File: src/rtl/md_sequencer.sv
// md_sequencer: multi-cycle multiply/divide sequencer for the E stage.
// Captures the result when an MD operation enters E, holds Busy for a
// fixed latency, then commits to HI/LO. Serves mthi/mtlo and requests a
// D-stage stall for HI/LO consumers while an operation is starting or in flight.
// Optional feature: define MD_DIV_EN to implement div/divu; otherwise they are no-ops.
module md_sequencer #(
  parameter int MULT_CYCLES = 5,
  parameter int DIV_CYCLES  = 10
) (
  input  logic        clk,
  input  logic        reset,
  input  logic [5:0]  OpD,
  input  logic [5:0]  FunctD,
  input  logic [5:0]  OpE,
  input  logic [5:0]  FunctE,
  input  logic        ValidE,
  input  logic [31:0] A,
  input  logic [31:0] B,
  output logic        Start,
  output logic        Busy,
  output logic        MDStallD,
  output logic [31:0] HI,
  output logic [31:0] LO
);

  localparam logic [5:0] F_MFHI  = 6'b010000;
  localparam logic [5:0] F_MTHI  = 6'b010001;
  localparam logic [5:0] F_MFLO  = 6'b010010;
  localparam logic [5:0] F_MTLO  = 6'b010011;
  localparam logic [5:0] F_MULT  = 6'b011000;
  localparam logic [5:0] F_MULTU = 6'b011001;
`ifdef MD_DIV_EN
  localparam logic [5:0] F_DIV   = 6'b011010;
  localparam logic [5:0] F_DIVU  = 6'b011011;
`endif

  typedef enum logic {IDLE, RUN} state_t;

  state_t      state;
  logic [3:0]  cnt;
  logic        busy;
  logic [31:0] hi, lo;
  logic [31:0] pend_hi, pend_lo;
  logic        pend_we;

  logic        rtype_e, is_mult_e, is_div_e, md_op_e, mthi_e, mtlo_e;
  logic        hilo_d;
  logic        ax, bx;
  logic [63:0] ae, be, prod;
  logic [31:0] res_hi, res_lo;
  logic        res_we;

  assign rtype_e   = (OpE == 6'b000000);
  assign is_mult_e = rtype_e && ((FunctE == F_MULT) || (FunctE == F_MULTU));
  assign mthi_e    = rtype_e && (FunctE == F_MTHI);
  assign mtlo_e    = rtype_e && (FunctE == F_MTLO);
`ifdef MD_DIV_EN
  assign is_div_e  = rtype_e && ((FunctE == F_DIV) || (FunctE == F_DIVU));
  assign hilo_d    = (OpD == 6'b000000) &&
                     ((FunctD == F_MFHI) || (FunctD == F_MTHI) || (FunctD == F_MFLO) ||
                      (FunctD == F_MTLO) || (FunctD == F_MULT) || (FunctD == F_MULTU) ||
                      (FunctD == F_DIV)  || (FunctD == F_DIVU));
`else
  assign is_div_e  = 1'b0;
  assign hilo_d    = (OpD == 6'b000000) &&
                     ((FunctD == F_MFHI) || (FunctD == F_MTHI) || (FunctD == F_MFLO) ||
                      (FunctD == F_MTLO) || (FunctD == F_MULT) || (FunctD == F_MULTU));
`endif
  assign md_op_e   = is_mult_e || is_div_e;

  assign Start    = ValidE && md_op_e && !busy;
  assign Busy     = busy;
  assign MDStallD = hilo_d && (Start || busy);
  assign HI       = hi;
  assign LO       = lo;

  // One shared multiplier: funct bit 0 selects zero- (multu) or sign-extension (mult);
  // the low 64 bits of the 64x64 product are the exact 32x32 result either way.
  assign ax   = !FunctE[0] && A[31];
  assign bx   = !FunctE[0] && B[31];
  assign ae   = {{32{ax}}, A};
  assign be   = {{32{bx}}, B};
  assign prod = ae * be;

`ifdef MD_DIV_EN
  logic        a_neg, b_neg;
  logic [31:0] a_mag, b_mag, q_mag, r_mag, quot, rem;

  // Signed divide via magnitudes: quotient truncates toward zero, remainder takes dividend sign.
  always_comb begin
    a_neg = !FunctE[0] && A[31];
    b_neg = !FunctE[0] && B[31];
    a_mag = a_neg ? (~A + 32'd1) : A;
    b_mag = b_neg ? (~B + 32'd1) : B;
    q_mag = '0;
    r_mag = '0;
    if (b_mag != '0) begin
      q_mag = a_mag / b_mag;
      r_mag = a_mag % b_mag;
    end
    quot = (a_neg ^ b_neg) ? (~q_mag + 32'd1) : q_mag;
    rem  = a_neg ? (~r_mag + 32'd1) : r_mag;
  end
`endif

  // Result selection for the operation in E; divide by zero suppresses the commit.
  always_comb begin
    res_hi = prod[63:32];
    res_lo = prod[31:0];
    res_we = 1'b1;
`ifdef MD_DIV_EN
    if (is_div_e) begin
      res_hi = rem;
      res_lo = quot;
      res_we = (B != '0);
    end
`endif
  end

  // Sequencer: capture on Start, count latency in RUN, commit pending result to HI/LO.
  always_ff @(posedge clk) begin
    if (reset) begin
      state   <= IDLE;
      cnt     <= '0;
      busy    <= 1'b0;
      hi      <= '0;
      lo      <= '0;
      pend_hi <= '0;
      pend_lo <= '0;
      pend_we <= 1'b0;
    end else begin
      case (state)
        IDLE: begin
          if (Start) begin
            pend_hi <= res_hi;
            pend_lo <= res_lo;
            pend_we <= res_we;
            cnt     <= is_mult_e ? 4'(MULT_CYCLES - 1) : 4'(DIV_CYCLES - 1);
            busy    <= 1'b1;
            state   <= RUN;
          end else if (ValidE && mthi_e) begin
            hi <= A;
          end else if (ValidE && mtlo_e) begin
            lo <= A;
          end
        end
        RUN: begin
          if (cnt == '0) begin
            if (pend_we) begin
              hi <= pend_hi;
              lo <= pend_lo;
            end
            busy  <= 1'b0;
            state <= IDLE;
          end else begin
            cnt <= cnt - 4'd1;
          end
        end
        default: state <= IDLE;
      endcase
    end
  end

endmodule

File: config.mk
export PLATFORM = sky130hd
export DESIGN_NAME = md_sequencer
export DESIGN_NICKNAME = d
export VERILOG_FILES = /design/src/rtl/md_sequencer.sv
export SDC_FILE = /design/constraint.sdc
export NUM_CORES = 2
export LEC_CHECK = 0
export CORE_UTILIZATION = 58
export DETAILED_ROUTE_END_ITERATION = 16
export PLACE_DENSITY = 0.78
export SYNTH_ARGS = -nofsm -noshare
export SYNTH_HDL_FRONTEND = slang
export SYNTH_SLANG_ARGS = --single-unit
File: constraint.sdc
create_clock -name clk -period 16.4 [get_ports clk]
set_input_delay 4.92 -clock clk [delete_from_list [all_inputs] [get_ports clk]]
set_output_delay 4.92 -clock clk [all_outputs]
set_load 0.02 [all_outputs]
==> flow_metrics.tcl <==
set metrics [dict create \
    clock-sinks 135 \
    cpMaxStageDelayCell "fa_1" \
    routedWlPerCell_um 20.04 \
    die_x_um 275.3 \
    hold_viol_final 0 \
    first_pass_iters 7 \
    hold_class "reg2reg" \
    synthArstFlopShare 0 \
    synth-seq-cells 135 \
    antenna_found_initial 7 \
    setup_violations 0 \
    met1_length_um 43630 \
    cts_buffer_depth 2 \
    grt_setup_unrepaired "false" \
    ys_seq_area_frac 0.06238 \
    place_congestion 0.9193 \
    layout.nets 6237 \
    critPathLaunchType "primary input" \
    cts_hold_buffers 0 \
    synth_cell_types 75 \
    synthCells 4836 \
    cts_tree "yes" \
    finalCritPeriodShare 0.8227 \
    synth_top_area_frac 0.5199 \
    syn_nets 6265 \
    area_delta_synth_final_pct 6.579 \
    synth_flop_cell "dfxtp_1" \
    initialDrtViolationCount 2342 \
    tns_ps 0 \
    port_buffers 156 \
    synth_edf_count 0 \
    dieHeight_um 275.3 \
    routed_wirelength_um 115900 \
    postRouteAntennaNets 0 \
    layout.cells.non_filler 5783 \
    wl_met2_um 56330 \
    start_util 0.5898 \
    dieArea_um2 75790 \
    cts.clk_slew.worst_paths_ps 60 \
    path_max_fanout 30 \
    final.min_clock_period_ps 13490 \
    worst_hold_slack_ps 452.3 \
    skew_ps 8.055 \
    syn_area_per_cell_um2 8.958 \
    root_buffer "clkbuf_16" \
    worst_pin_slew_ps 1210 \
    synth.cell_area_um2 43320 \
    synth_largest_area_cell "fa_1" \
    io_pins 158 \
    cts_buffers 17 \
    grt_pass1_wl_um 189100 \
    postCtsSetupBuffers 0 \
    crit_path_end_kind "flop" \
    drc 0 \
    max_slew_margin 0.1909 \
    grt_max_degree 98 \
    hpwlAfterDp_um 92970 \
    critPathArrivalTime_ps 13760 \
    coreArea_um2 73450 \
    cts_resized 0 \
    clk_latency_ps 420 \
    met3WireLength_um 9523 \
    vias 32590 \
    drive_gt1_frac 0.03133 \
    crit_top_cell "fa_1" \
    max_cap_viol_count 0 \
    grt_overflow_total 0 \
    yosys-top-cells-area "fa_1 52%, inv_1 9.6%, nand2_1 7.2%" \
    setup_ws_ps 2907 \
    grt_pass1_vias 35400 \
    dp.cells 5748 \
    critPathRequiredTime_ps 16670 \
    finalMaxSlewViolations 0 \
    highest_layer "met5" \
    placementRows 99 \
    outcome "completed" \
    viasPerCell 5.635 \
    max_freq_ghz 0.07411 \
    path_class "in2reg" \
    h-tree-depth 4 \
    critPathMaxStageDelay_ps 640 \
    dp_slack_ps 2546 \
    grt_usage 0.3233 \
    rrSetupSlack_ps 13920 \
    yosysWarnings 0 \
]
## cells by family after synthesis
group,Yosys count,synth area share
muxes,1,0.0002311
and+or+nand+nor,1505,0.1610
AOI/OAI and AO/OA,401,0.05872
xor gates and xnor gates,70,0.01415
DFF,135,0.06238
buffers and inverters,1386,0.1221
adders and majority gates,1338,0.5814
## final timing paths
kind                                          startpoint                        to  depth (start not counted)
worst max-delay path                           FunctE[0]  pend_hi[31]$_SDFFE_PP0P_                         29
worst min-delay path            pend_lo[13]$_SDFFE_PP0P_  pend_lo[13]$_SDFFE_PP0P_                          2
worst max register to register       cnt[0]$_SDFFE_PP0P_       LO[16]$_SDFFE_PP0P_                          9
worst min register to register  pend_lo[13]$_SDFFE_PP0P_  pend_lo[13]$_SDFFE_PP0P_                          2
## cell usage in the layout (no fill, tap or decap), types with 6 or more instances in the layout
cell / count
dfxtp_1: 134
and3_1: 7
a21oi_1: 185
buf_2: 8
ha_1: 213
o31ai_1: 9
o21bai_1: 11
and2_1: 366
xor2_1: 21
o21ai_0: 22
nand2_1: 833
nor2b_1: 38
nand2b_1: 8
a211oi_1: 75
o211ai_1: 6
nor3_1: 11
inv_1: 1108
nand3_1: 27
buf_4: 75
a31oi_1: 13
clkdlybuf4s50_1: 147
fa_1: 1125
a21o_1: 30
nand4_1: 18
o21ai_1: 8
clkbuf_16: 17
xnor2_1: 49
o21a_1: 6
nor2_1: 146
or2_2: 9
## state kept, by name (all words and copies together), names as in the netlist
name	cells
HI	32
LO	32
pend_hi	32
pend_lo	32
cnt	4
Busy	1
pend_we	1
state	1
## critical path, delay by kind of cell
kind	cells	cell delay, ps
adder cells (fa/ha/maj)	9	4690
buffers and inverters	9	1950
AO/OA/AOI/OAI	7	1590
AND/OR/NAND/NOR	4	570
## metrics by stage
step             util  cell area [µm²]
2_1_floorplan       -            43320
3_3_place_gp   0.6195            45500
3_5_place_dp   0.6195            45500
4_1_cts        0.6285            46160
5_1_grt        0.6285            46170
6_report       0.6286            46170
## synthesized netlist by cell type, types with 3 or more instances
cell	n
o21ai_1	8
or4_1	5
nand2b_1	8
a21o_1	30
a21boi_0	3
o21ai_0	22
nor3_1	11
nor4b_1	3
o21bai_1	11
and4_1	4
nor2b_1	39
a31oi_1	13
nand4_1	18
nand2_1	833
nor4_1	5
or2_1	5
xor2_1	21
buf_2	17
dfxtp_1	135
clkbuf_1	249
or2_2	9
o21a_1	6
and2_1	366
o31ai_1	9
or3_1	5
xnor2_1	49
and3_1	7
ha_1	213
inv_1	1108
o21ai_2	3
o211ai_1	6
nand3_1	27
a211oi_1	75
nor2_1	146
fa_1	1125
buf_6	5
clkbuf_8	3
a21oi_1	187
buf_1	3
## cell type report
| cell class | instances | area, µm² |
|---|---|---|
| fill | 6061 | 27280 |
| clock inverter | 11 | 193.9 |
| tap | 959 | 1200 |
| multi-input combinational | 3315 | 35360 |
| inverter | 1109 | 4163 |
| clock buffer | 20 | 466.7 |
| antenna | 4 | 10.01 |
| timing repair buffer | 230 | 2074 |
| sequential | 135 | 2706 |
## metal layers
metal,global-route usage,vias to the layer above
met2,0.5444,1497
met1,0.4083,16690
met3,0.05350,358
met5,0,-
met4,0.1537,2
li1,-,14040
Power is not shown: default switching activity piles up to over one toggle a cycle in this logic, so the estimate is an artifact.
